**config.mk**
```make
export PLATFORM = sky130hd
export DESIGN_NAME = calc_key_frontend
export DESIGN_NICKNAME = d
export VERILOG_FILES = /design/src/rtl/calc_key_frontend_pkg.sv /design/src/rtl/calc_key_frontend_key_debounce.sv /design/src/rtl/calc_key_frontend.sv
export SDC_FILE = /design/constraint.sdc
export NUM_CORES = 1
export LEC_CHECK = 0
export CAP_MARGIN = 5
export CORE_ASPECT_RATIO = 1.25
export CORE_MARGIN = 2
export CORE_UTILIZATION = 25
export CTS_CLUSTER_DIAMETER = 50
export DETAILED_ROUTE_END_ITERATION = 7
export PLACE_DENSITY_LB_ADDON = 0.12
export SLEW_MARGIN = 15
export SYNTH_ARGS = -nofsm -noshare
export SYNTH_HDL_FRONTEND = slang
export SYNTH_SLANG_ARGS = --single-unit
```
**constraint.sdc**
```tcl
create_clock -name clock -period 2.5 [get_ports clock]
set_input_delay 0.75 -clock clock [delete_from_list [all_inputs] [get_ports clock]]
set_output_delay 0.75 -clock clock [all_outputs]
set_load 0.03 [all_outputs]
```
**src/rtl/calc_key_frontend_pkg.sv**
```systemverilog
// rtl/calc_key_frontend_pkg.sv - shared constants for the calculator key front end
package calc_key_frontend_pkg;

   // Issue FSM encoding
   localparam logic [0:0] ST_IDLE = 1'b0;
   localparam logic [0:0] ST_GAP  = 1'b1;

   // Command index: lower index wins when several presses are pending
   localparam int CMD_ENTER    = 0;
   localparam int CMD_ADD      = 1;
   localparam int CMD_MULTIPLY = 2;
   localparam int NUM_CMDS     = 3;

   // Bits needed for a counter that must hold values 0..max_value
   function automatic int cnt_width(input int max_value);
      if (max_value < 2) begin
         return 1;
      end
      return $clog2(max_value + 1);
   endfunction

endpackage

```
**src/rtl/calc_key_frontend_key_debounce.sv**
```systemverilog
// rtl/calc_key_frontend_key_debounce.sv - per-key synchronizer, debouncer and press detector
module calc_key_frontend_key_debounce
   import calc_key_frontend_pkg::*;
#(
   parameter int DEBOUNCE_CYCLES = 16
) (
   input  logic clock,
   input  logic reset,
   input  logic raw,
   output logic press
);

   localparam int CW = cnt_width(DEBOUNCE_CYCLES);

   logic          meta;
   logic          sync;
   logic          stable;
   logic [CW-1:0] count;
   logic          limit;

   // The sample taken at this edge is the last one needed to flip the level
   assign limit = (count == CW'(DEBOUNCE_CYCLES - 1));

   // Press is combinational so the pending bit sets on the very edge stable rises
   assign press = (sync != stable) && limit && !stable;

   // Two-flop synchronizer for the raw button
   always_ff @(posedge clock or posedge reset) begin
      if (reset) begin
         meta <= 1'b0;
         sync <= 1'b0;
      end else begin
         meta <= raw;
         sync <= meta;
      end
   end

   // Count consecutive samples that disagree with the debounced level
   always_ff @(posedge clock or posedge reset) begin
      if (reset) begin
         count  <= '0;
         stable <= 1'b0;
      end else if (sync == stable) begin
         count <= '0;
      end else if (limit) begin
         count  <= '0;
         stable <= ~stable;
      end else begin
         count <= count + CW'(1);
      end
   end

endmodule

```
**src/rtl/calc_key_frontend.sv**
```systemverilog
// rtl/calc_key_frontend.sv - debounced, queued and spaced command pulses for the RPN calculator
module calc_key_frontend
   import calc_key_frontend_pkg::*;
#(
   parameter int DEBOUNCE_CYCLES = 16,
   parameter int MIN_SPACING     = 3
) (
   input  logic       clock,
   input  logic       reset,
   input  logic       key_enter,
   input  logic       key_add,
   input  logic       key_multiply,
   input  logic [7:0] switches,
   output logic       enter,
   output logic       add,
   output logic       multiply,
   output logic [7:0] data,
   output logic       busy,
   output logic       dropped
);

   localparam int GW = cnt_width(MIN_SPACING);

   logic [NUM_CMDS-1:0] press;
   logic [NUM_CMDS-1:0] pending;
   logic [NUM_CMDS-1:0] pending_next;
   logic [NUM_CMDS-1:0] issue_sel;
   logic [NUM_CMDS-1:0] issue_clr;
   logic [7:0]          sw_meta;
   logic [7:0]          sw_sync;
   logic [0:0]          state;
   logic [GW-1:0]       gap_count;
   logic                can_issue;
   logic                do_issue;
   logic                drop_now;

   calc_key_frontend_key_debounce #(.DEBOUNCE_CYCLES(DEBOUNCE_CYCLES)) u_deb_enter (
      .clock (clock),
      .reset (reset),
      .raw   (key_enter),
      .press (press[CMD_ENTER])
   );

   calc_key_frontend_key_debounce #(.DEBOUNCE_CYCLES(DEBOUNCE_CYCLES)) u_deb_add (
      .clock (clock),
      .reset (reset),
      .raw   (key_add),
      .press (press[CMD_ADD])
   );

   calc_key_frontend_key_debounce #(.DEBOUNCE_CYCLES(DEBOUNCE_CYCLES)) u_deb_multiply (
      .clock (clock),
      .reset (reset),
      .raw   (key_multiply),
      .press (press[CMD_MULTIPLY])
   );

   // Idle, or the last gap cycle, lets the next pending command out on this edge
   assign can_issue = (state == ST_IDLE) || (gap_count == '0);
   assign do_issue  = can_issue && (pending != '0);

   // Fixed priority pick: enter, then add, then multiply
   always_comb begin
      issue_sel = '0;
      if (pending[CMD_ENTER]) begin
         issue_sel[CMD_ENTER] = 1'b1;
      end else if (pending[CMD_ADD]) begin
         issue_sel[CMD_ADD] = 1'b1;
      end else if (pending[CMD_MULTIPLY]) begin
         issue_sel[CMD_MULTIPLY] = 1'b1;
      end
   end

   // A fresh press on the edge its bit is issued keeps the bit set
   always_comb begin
      issue_clr    = can_issue ? issue_sel : '0;
      pending_next = (pending & ~issue_clr) | press;
      drop_now     = |(press & pending & ~issue_clr);
   end

   assign busy = (pending != '0) || (state == ST_GAP) || enter || add || multiply;

   // Operand switch synchronizer
   always_ff @(posedge clock or posedge reset) begin
      if (reset) begin
         sw_meta <= '0;
         sw_sync <= '0;
      end else begin
         sw_meta <= switches;
         sw_sync <= sw_meta;
      end
   end

   // Pending presses and the sticky overflow flag
   always_ff @(posedge clock or posedge reset) begin
      if (reset) begin
         pending <= '0;
         dropped <= 1'b0;
      end else begin
         pending <= pending_next;
         if (drop_now) begin
            dropped <= 1'b1;
         end
      end
   end

   // Registered one-cycle command pulses and operand capture on enter
   always_ff @(posedge clock or posedge reset) begin
      if (reset) begin
         enter    <= 1'b0;
         add      <= 1'b0;
         multiply <= 1'b0;
         data     <= '0;
      end else begin
         enter    <= issue_clr[CMD_ENTER];
         add      <= issue_clr[CMD_ADD];
         multiply <= issue_clr[CMD_MULTIPLY];
         if (issue_clr[CMD_ENTER]) begin
            data <= sw_sync;
         end
      end
   end

   // Spacing FSM: after a pulse, wait out the gap before the next one
   always_ff @(posedge clock or posedge reset) begin
      if (reset) begin
         state     <= ST_IDLE;
         gap_count <= '0;
      end else if (do_issue) begin
         if (MIN_SPACING > 1) begin
            state     <= ST_GAP;
            gap_count <= GW'(MIN_SPACING - 1);
         end else begin
            state     <= ST_IDLE;
            gap_count <= '0;
         end
      end else if (state == ST_GAP) begin
         if (gap_count == '0) begin
            state <= ST_IDLE;
         end else begin
            gap_count <= gap_count - GW'(1);
         end
      end
   end

endmodule

```
Yosys cells after proc, flatten, opt, wreduce, memory -nomap -nowiden. Cells that the tools add are included. Widths: inputs -> output; s select.

Register bits: 58. Latch bits: 0. Memory bits (writable): 0. Memory bits (read-only): 0. Bits of input ports: 13. Output and inout port bits: 13. Logic and storage cells: 89. Memories kept: 0.

Add/subtract/negate cells: 4. Multiply operators: 0. Div/mod/pow operators: 0. Order comparisons: 0. Equal/unequal tests: 10. Shifts and indexed selects: 0. Mux-type cells: 18. Bitwise operators: 12. Reduce and logical (&&, ||, !) cells: 23.

Operator list (number): $mux 5 (6); $add 5x1->5 const B (3); $eq 5x4->1 const B (3); $and 3x3->3 (3); $mux 2 (4); $reduce_and 2->1 (4); $logic_and 1x1->1 (7); $mux 1 (7); $not 1->1 (7); $logic_or 1x1->1 (5); $eq 1x1->1 (3); $logic_not 1->1 (3); $mux 3 (1); $ne 1x1->1 (3); $not 3->3 (1); $or 3x3->3 (1); $reduce_bool 3->1 (1); $reduce_or 3->1 (1); $logic_not 2->1 (1); $ne 2x2->1 const B (1); $reduce_bool 2->1 (1); $sub 2x1->2 const B (1).

Logic depth before layout (Yosys ltp). Gate-level depths: netlist of the first run.

Depth in word-level cells: 7. Mapped depth: 7. Mapped depth without buffers: 6.

By module. Synthesis of the first run repeated with hierarchy kept, for this count alone.

Cells, all modules: 147. Area total of the unflattened synthesis: 2120.8 sq um.

By module, submodules not included: calc_key_frontend (times used 1, cells each 72, area an instance 1178.6 sq um, sequential area each 850.8 sq um); calc_key_frontend_key_debounce (times used 3, cells each 25, area an instance 314.1 sq um, sequential area each 200.2 sq um).

Worst setup path before layout of the first run. No wires, ideal clock.

Kind: register -> output. From: register enter. To: output busy. Data arrival time: 0.980 ns. Required time: 1.750 ns. Path slack: 0.770 ns. Stages on the path, launching flop included: 3. Path buffers: 0. Cell sequence: dfrtp_1 -> nor4_1 -> nand2_1.

Longest elaborated chain between the ends: 3.

Ends and longest elaborated chain: start: declaration (line calc_key_frontend.sv:14) `output logic enter,`; start signal: assignment (line calc_key_frontend.sv:115) `enter <= issue_clr[CMD_ENTER];`; $logic_or 1x1->1 (3 in series) (line calc_key_frontend.sv:81) `assign busy = (pending != '0) || (state == ST_GAP) || enter || add || multiply;`; end: declaration (line calc_key_frontend.sv:18) `output logic busy,`.

Every way passes these cells.

Final worst setup path of the first run.
From: register pending[0]. To: output busy.

Longest elaborated chain between the ends: 5.

Ends and longest elaborated chain: start: declaration (line calc_key_frontend.sv:25) `logic [NUM_CMDS-1:0] pending;`; start signal: assignment (line calc_key_frontend.sv:100) `pending <= pending_next;`; $reduce_bool 3->1 (line calc_key_frontend.sv:81); $logic_or 1x1->1 (4 in series) (line calc_key_frontend.sv:81).

Every way passes these cells.

==> summary.md, run 1 <==
| Metric | Value |
|---|---|
| Outcome | completed |
| CP endpoint kind | output port |
| Reg2Reg Setup Slack | 0.94 ns |
| Cell family with most CP delay | flip-flops |
| Global-route wire length before repair | 6.27 mm |
| Register area | 1450 um^2 |
| Sw Ratio | 19.6% |
| Die Ht | 106 um |
| Synth area leader | dfrtp_1 |
| Area of the multi-input gates | 591 um^2 |
| Port bufs | 25 |
| Synth Area in XOR/XNOR | 3.34% |
| Worst r2r path cells | 5 |
| Non-Filler Cell Area, Final | 2710 um^2 |
| PD cells | 778 nW/um^2 |
| Synth Area in Simple Gates | 11.0% |
| I/O Pins | 26 |
| Resize count post-CTS | 1 |
| Area of the mapped netlist | 2100 um^2 |
| Antenna diode count | 0 |
| Rel. slew slack | 63.9% |
| Mapped Cells | 146 |
| Drt pass-1 iters | 4 |
| Yosys Warn Count | 0 |
| Root buf cell | clkbuf_8 |
| Total gr overflow | 0 |
| Final Max Slew Viols | 0 |
| Post-CTS setup buffer count | 0 |
| Internal | 1.69 mW |
| Die ar. | 9150 um^2 |
| Post-synth top cells | 58 x dfrtp_1, 10 x nor2_1, 8 x inv_1, 8 x mux2_4 |
| Fin nets | 197 |
| H-tree Lvls | 3 |
| Reg power frac | 46.7% |
| Min setup slack post-route | 0.254 ns |
| Area share of the largest cell type after synthesis | 69.1% |
| Final-layout fill cell count | 796 |
| Proportion of layout cells with a drive suffix above 1 | 15.7% |
| DP Area | 2460 um^2 |
| Max stage delay on crit path | 0.49 ns |
| Num rows | 37 |
| Slew @ Worst Pin | 0.541 ns |
| Setup_tns | 0 ns |
| Final period util | 89.9% |
| Clock power share | 50.0% |
| Async SR Flop Fraction | 100% |
| Sink Count | 58 |
| Post-synth top flop | dfrtp_1 |
| DP Worst Slack | 0.367 ns |
| CP Cell Sequence | nor3_1 -> nand2_1 -> dlygate4sd2_1 |
| Core ar. | 8190 um^2 |
| RSZ-0062 raised after global routing | no |
| Sequential fraction of the synthesis area | 69.1% |
| Largest net degree at the start of global routing | 35 |
| Hold-fix buffers, CTS | 0 |
| Post-layout min period | 2.25 ns |
| Antenna violations before repair | 0 |
| Worst hold path type | reg -> reg |
| Arrival time at the worst endpoint | 1.50 ns |
| Synthesized Nets | 163 |
| Slowest-stage cell, CP | dfrtp_1 |
| Worst r2r dst | data[7]$_DFFE_PP0N_ |
| Reg2reg start | gap_count[0]$_DFFE_PP0P_ |
| Hold WS | 0.348 ns |
| Syn Area/Cell | 14.4 um^2 |
| Overall power | 2.11 mW |
| Most frequent cell after synthesis | dfrtp_1 |
| GRT Total Usage | 9.24% |
| Synth Area in Compound Gates | 4.05% |
| Clock-pin slew on the worst setup and hold paths | 0.07 ns |
| Final Util | 33.0% |
| Main area contributors after synthesis | dfrtp_1 69%, mux2_4 5.7%, xor2_1 2.5%, ha_1 2.4%, nor2_1 1.8% |
| Estimated wirelength of the detail-placed design | 2.41 mm |
| Via count | 1164 |
| Vias in the first global route | 1285 |
| Maximum vdd ir drop | 0.243 mV |
| Worst-path maximum fanout | 9 |
| Cells after DPL | 266 |
| Final hold violations | 0 |
| Total CTS buffers | 9 |
| Yosys reg bits | 58 |
| Synthesis-to-finish area growth | 28.9% |
| Path length in cells of the critical path | 3 |
| Vias per cell | 4.13 |
| Main combinational cell family by area after synthesis | simple AND/OR/NAND/NOR gates |
| Worst Skew | 0.00972 ns |
| Chip width | 86.0 um |
| First-iteration detailed-routing DRC count | 47 |
| Fin cells | 282 |
| Routability Congestion | 0.750 |
| Logic pwr share | 3.3% |
| Post-synth cell types | 32 |
| Deepest clock path buffer count | 2 |
| Setup violation total in the final timing report | 0 |
| CTS tree | yes |
| Final WL | 3.56 mm |
| Post-Synth Adder-Cell Area | 2.38% |
| Number of synthesized flops with an enable pin | 0 |
| Critical path class | reg -> out |
| Initial Util | 25.6% |
| Crit path buf inv count | 1 |
| FMAX | 445 MHz |
| Remaining DRCs | 0 |
| Worst-Skew Late Latency | 0.33 ns |
| Maxcap violations | 0 |
| Routed len/inst | 12.6 um |
| Mux share of post-synthesis cell area | 7.33% |
| Critical path launch point | pending[0]$_DFF_PP0_ |
| CP required | 1.75 ns |
| CP endpoint | busy |
| Leakage | 1.28 nW |
| ANT nets after route | 0 |
| Worst setup SP type | register |
| Switch Pwr | 0.412 mW |
==> worst reg2reg max path: stages (launching register included) <==
cell,delay [ns]
dfrtp_1,0.32
inv_1,0.06
ha_1,0.22
nor2b_4,0.23
nand2b_4,0.28
mux2_4,0.33
==> worst min path at each step <==
stage / startpoint / endpoint / slack [ns] / cells past startpoint
4_1_cts: u_deb_enter.meta$_DFF_PP0_ / u_deb_enter.sync$_DFF_PP0_ / 0.35 / 0
6_report: u_deb_enter.meta$_DFF_PP0_ / u_deb_enter.sync$_DFF_PP0_ / 0.35 / 0
2_1_floorplan: sw_meta[0]$_DFF_PP0_ / sw_sync[0]$_DFF_PP0_ / 0.33 / 0
3_5_place_dp: u_deb_enter.meta$_DFF_PP0_ / u_deb_enter.sync$_DFF_PP0_ / 0.34 / 0
5_1_grt: u_deb_multiply.meta$_DFF_PP0_ / u_deb_multiply.sync$_DFF_PP0_ / 0.36 / 0
3_3_place_gp: sw_meta[4]$_DFF_PP0_ / sw_sync[4]$_DFF_PP0_ / 0.33 / 0
==> cell usage in the layout, fill, tap and decap left out, drive strengths merged, types with 2 or more instances in the layout <==
master	instances
nand2	4
nor2	10
o21ai	6
xor2	6
nor4	2
ha	4
clkbuf	12
clkdlybuf4s50	24
mux2	11
inv	8
nor3	3
nor3b	2
and3	2
xnor2	2
dfrtp	58
nand2b	2
and2	3
bufinv	3
nor2b	4
nand3	6
a21oi	2
==> cell families (layout without fill, tap and decap cells) <==
kind of cell | Yosys count | count (layout)
AOI/OAI and AO/OA | 13 | 13
xor gates and xnor gates | 8 | 8
and+or+nand+nor | 41 | 41
adders and majority gates | 4 | 4
DFF | 58 | 58
buffers and inverters | 11 | 50
muxes | 11 | 11
==> layer usage <==
| metal | global-route usage [%] | wire (um) | up-vias |
|---|---|---|---|
| li1 | - | - | 563 |
| met1 | 10.8 | 1590 | 574 |
| met5 | 0 | 0 | - |
| met2 | 13.8 | 1750 | 19 |
| met4 | 5.67 | 77 | 0 |
| met3 | 4.04 | 144 | 8 |
==> state kept, by name, indices dropped and copies added (netlist names), 2 cells and up <==
register / cells
data: 8
gap_count: 2
pending: 3
sw_meta: 8
sw_sync: 8
u_deb_add.count: 5
u_deb_enter.count: 5
u_deb_multiply.count: 5
==> power groups by stage <==
stage	sequential (mW)	combinational [mW]	clock [mW]
finish	0.985	0.0685	1.05
detailed placement	1.00	0.0718	0
floorplan	0.998	0.0372	0
global placement	1.00	0.0677	0
global route	0.988	0.0791	1.15
CTS	0.985	0.0724	1.09
==> final cells by class <==
class | count | share of cell area (%)
Clock buffer | 12 | 5.36
Clock inverter | 4 | 3.65
Inverter | 8 | 1.11
Multi-Input combinational cell | 77 | 21.8
Sequential cell | 58 | 53.6
Tap cell | 97 | 4.48
Timing Repair Buffer | 26 | 9.94
Power figures use the tool's default switching activity.
==> run 2, diff against run 1 <==
--- a/config.mk
+++ b/config.mk
@@ -8,10 +8,11 @@
 export CAP_MARGIN = 5
 export CORE_ASPECT_RATIO = 1.25
 export CORE_MARGIN = 2
-export CORE_UTILIZATION = 25
+export CORE_UTILIZATION = 54
 export CTS_CLUSTER_DIAMETER = 50
 export DETAILED_ROUTE_END_ITERATION = 7
 export PLACE_DENSITY_LB_ADDON = 0.12
+export REMOVE_ABC_BUFFERS = 1
 export SLEW_MARGIN = 15
 export SYNTH_ARGS = -nofsm -noshare
 export SYNTH_HDL_FRONTEND = slang
==> run 2 against run 1 <==
Against the previous run: sequential share of layout area is 2.7 points higher; combinational power is 0.9% lower; non-clock buffer count stayed put; via count is 1.3% higher; sequential power hardly changed; largest cell class unchanged.
==> summary.md, run 2 (same netlist as run 1, synthesis figures left out) <==
| Metric | Value |
|---|---|
| Maxcap violations | 0 (unchanged) |
| Final hold violations | 0 (unchanged) |
| Worst-Skew Late Latency | 0.32 ns (about the same) |
| Total CTS buffers | 9 (unchanged) |
| Root buf cell | clkbuf_8 |
| Setup_tns | 0 ns (unchanged) |
| Remaining DRCs | 0 (unchanged) |
| Vias in the first global route | 1234 (-4.0%) |
| Routed len/inst | 14.7 um (+17%) |
| Outcome | completed |
| GRT Total Usage | 18.1% (+8.8 points) |
| Hold WS | 0.344 ns (-0.00382 ns) |
| Num rows | 25 (-32%) |
| Antenna diode count | 0 (unchanged) |
| RSZ-0062 raised after global routing | no |
| Internal | 1.44 mW (-15%) |
| Drt pass-1 iters | 4 (unchanged) |
| Total gr overflow | 0 (unchanged) |
| Estimated wirelength of the detail-placed design | 2.32 mm (-4.1%) |
| Clock-pin slew on the worst setup and hold paths | 0.06 ns (about the same) |
| Arrival time at the worst endpoint | 1.37 ns (-0.13 ns) |
| Commonest non-fill, non-tap cell in the layout | dfrtp_1 |
| Slowest-stage cell, CP | clkdlybuf4s50_1 |
| Area of the multi-input gates | 591 um^2 (unchanged) |
| CP required | 1.75 ns (about the same) |
| Via count | 1179 (+1.3%) |
| PD cells | 704 nW/um^2 (-9.6%) |
| Final Max Slew Viols | 0 (unchanged) |
| Chip width | 59.8 um (-30%) |
| Rel. slew slack | 72.7% (+8.8 points) |
| Clock power share | 41.9% (-8.1 points) |
| I/O Pins | 26 (unchanged) |
| Final WL | 3.31 mm (-7.0%) |
| Hold-fix buffers, CTS | 0 (unchanged) |
| Deepest clock path buffer count | 2 (unchanged) |
| CP endpoint kind | output port |
| Commonest non-fill, non-tap cells in the layout | 58 x dfrtp_1, 24 x clkdlybuf4s50_1, 12 x clkbuf_8 |
| ANT nets after route | 0 (unchanged) |
| Register area | 1450 um^2 (unchanged) |
| Worst Skew | 0.00425 ns (-0.00547 ns) |
| Vias per cell | 5.24 (+27%) |
| First-iteration detailed-routing DRC count | 54 (+15%) |
| Worst-path maximum fanout | 2 (-7) |
| Final-layout fill cell count | 275 (-65%) |
| H-tree Lvls | 3 (unchanged) |
| CTS tree | yes |
| FMAX | 472 MHz (+6.0%) |
| Initial Util | 55.9% (+30 points) |
| Worst setup SP type | register |
| Critical path class | reg -> out |
| Antenna violations before repair | 0 (unchanged) |
| Maximum vdd ir drop | 0.387 mV (+59%) |
| Die Ht | 73.7 um (-31%) |
| Slew @ Worst Pin | 0.407 ns (-0.134 ns) |
| Final period util | 84.8% (-5.1 points) |
| Path length in cells of the critical path | 1 (-2) |
| Post-layout min period | 2.12 ns (-0.127 ns) |
| Largest net degree at the start of global routing | 59 (+69%) |
| Worst r2r path cells | 5 (unchanged) |
| Hold Crit Depth | 0 (unchanged) |
| Core ar. | 3750 um^2 (-54%) |
| Port bufs | 25 (unchanged) |
| Sink Count | 58 (unchanged) |
| Switch Pwr | 0.373 mW (-9.5%) |
| Sw Ratio | 20.6% (+0.99 points) |
| Post-CTS setup buffer count | 0 (unchanged) |
| Largest regs | data: 8 flops, sw_meta: 8 flops, sw_sync: 8 flops |
| Routability Congestion | 0.805 (+7.3%) |
| Setup violation total in the final timing report | 0 (unchanged) |
| Proportion of layout cells with a drive suffix above 1 | 15.7% (unchanged) |
| Cell family with most CP delay | buffers and inverters |
| Die ar. | 4410 um^2 (-52%) |
| Crit path buf inv count | 1 (unchanged) |
| Synthesis-to-finish area growth | 22.8% |
| Reg power frac | 54.3% (+7.6 points) |
| Global-route wire length before repair | 5.47 mm (-13%) |
| Leakage | 1.27 nW (-0.81%) |
| Max stage delay on crit path | 0.68 ns (+0.19 ns) |
| Logic pwr share | 3.7% (+0.4 points) |
| CP Cell Sequence | clkdlybuf4s50_1 |
| Fin nets | 197 (unchanged) |
| Worst hold path type | reg -> reg |
run 2: path summary, 6_finish.rpt:
kind / from / to / slack, ns
worst min-delay path: sw_meta[1]$_DFF_PP0_ / sw_sync[1]$_DFF_PP0_ / 0.34
worst min register to register: sw_meta[1]$_DFF_PP0_ / sw_sync[1]$_DFF_PP0_ / 0.34
worst max-delay path: data[5]$_DFFE_PP0N_ / data[5] / 0.38
max in group asynchronous: reset / u_deb_add.sync$_DFF_PP0_ / 1.46
min in group asynchronous: reset / sw_sync[1]$_DFF_PP0_ / 0.79
worst max register to register: gap_count[0]$_DFFE_PP0P_ / data[5]$_DFFE_PP0N_ / 0.93
run 2: what timing repair did:
item,CTS,global route
hold endpoints to repair,0,0
gates resized for setup,0,1
setup endpoints to repair,0,1
run 2: power groups by stage:
stage	registers, mW	logic, mW	clock network [mW]
after floorplan	0.998	0.0372	0
after global placement	0.999	0.0657	0
after detailed placement	1.00	0.0704	0
after CTS	0.986	0.0709	0.788
after global routing	0.988	0.0792	0.841
final	0.986	0.0679	0.760
run 2: cell type report:
class                           count  area share [%]
Inverter                            8            1.17
Tap cell                           40            1.94
Timing Repair Buffer               26            10.6
Sequential cell                    58            56.3
Clock buffer                       14            6.70
Multi-Input combinational cell     77            22.9
Clock inverter                      2           0.388
run 2: metrics by stage:
step,power (mW),instances,instance area [um^2],utilization [%],setup slack [ns]
6_report,1.81,225,2580,68.7,0.380
2_1_floorplan,1.04,143,2070,-,0.322
3_5_place_dp,1.07,209,2390,63.7,0.402
4_1_cts,1.85,225,2570,68.6,0.0437
5_1_grt,1.91,225,2580,68.7,0.307
3_3_place_gp,1.07,209,2390,63.7,0.410
run 2: metal layers:
metal	share of wire (%)	wire, um	vias up	track usage, %
li1	-	-	564	-
met1	41	1370	585	20.4
met2	53	1750	26	27.8
met3	4.6	153	4	8.98
met4	1.3	44	0	9.63
met5	0	0	-	0
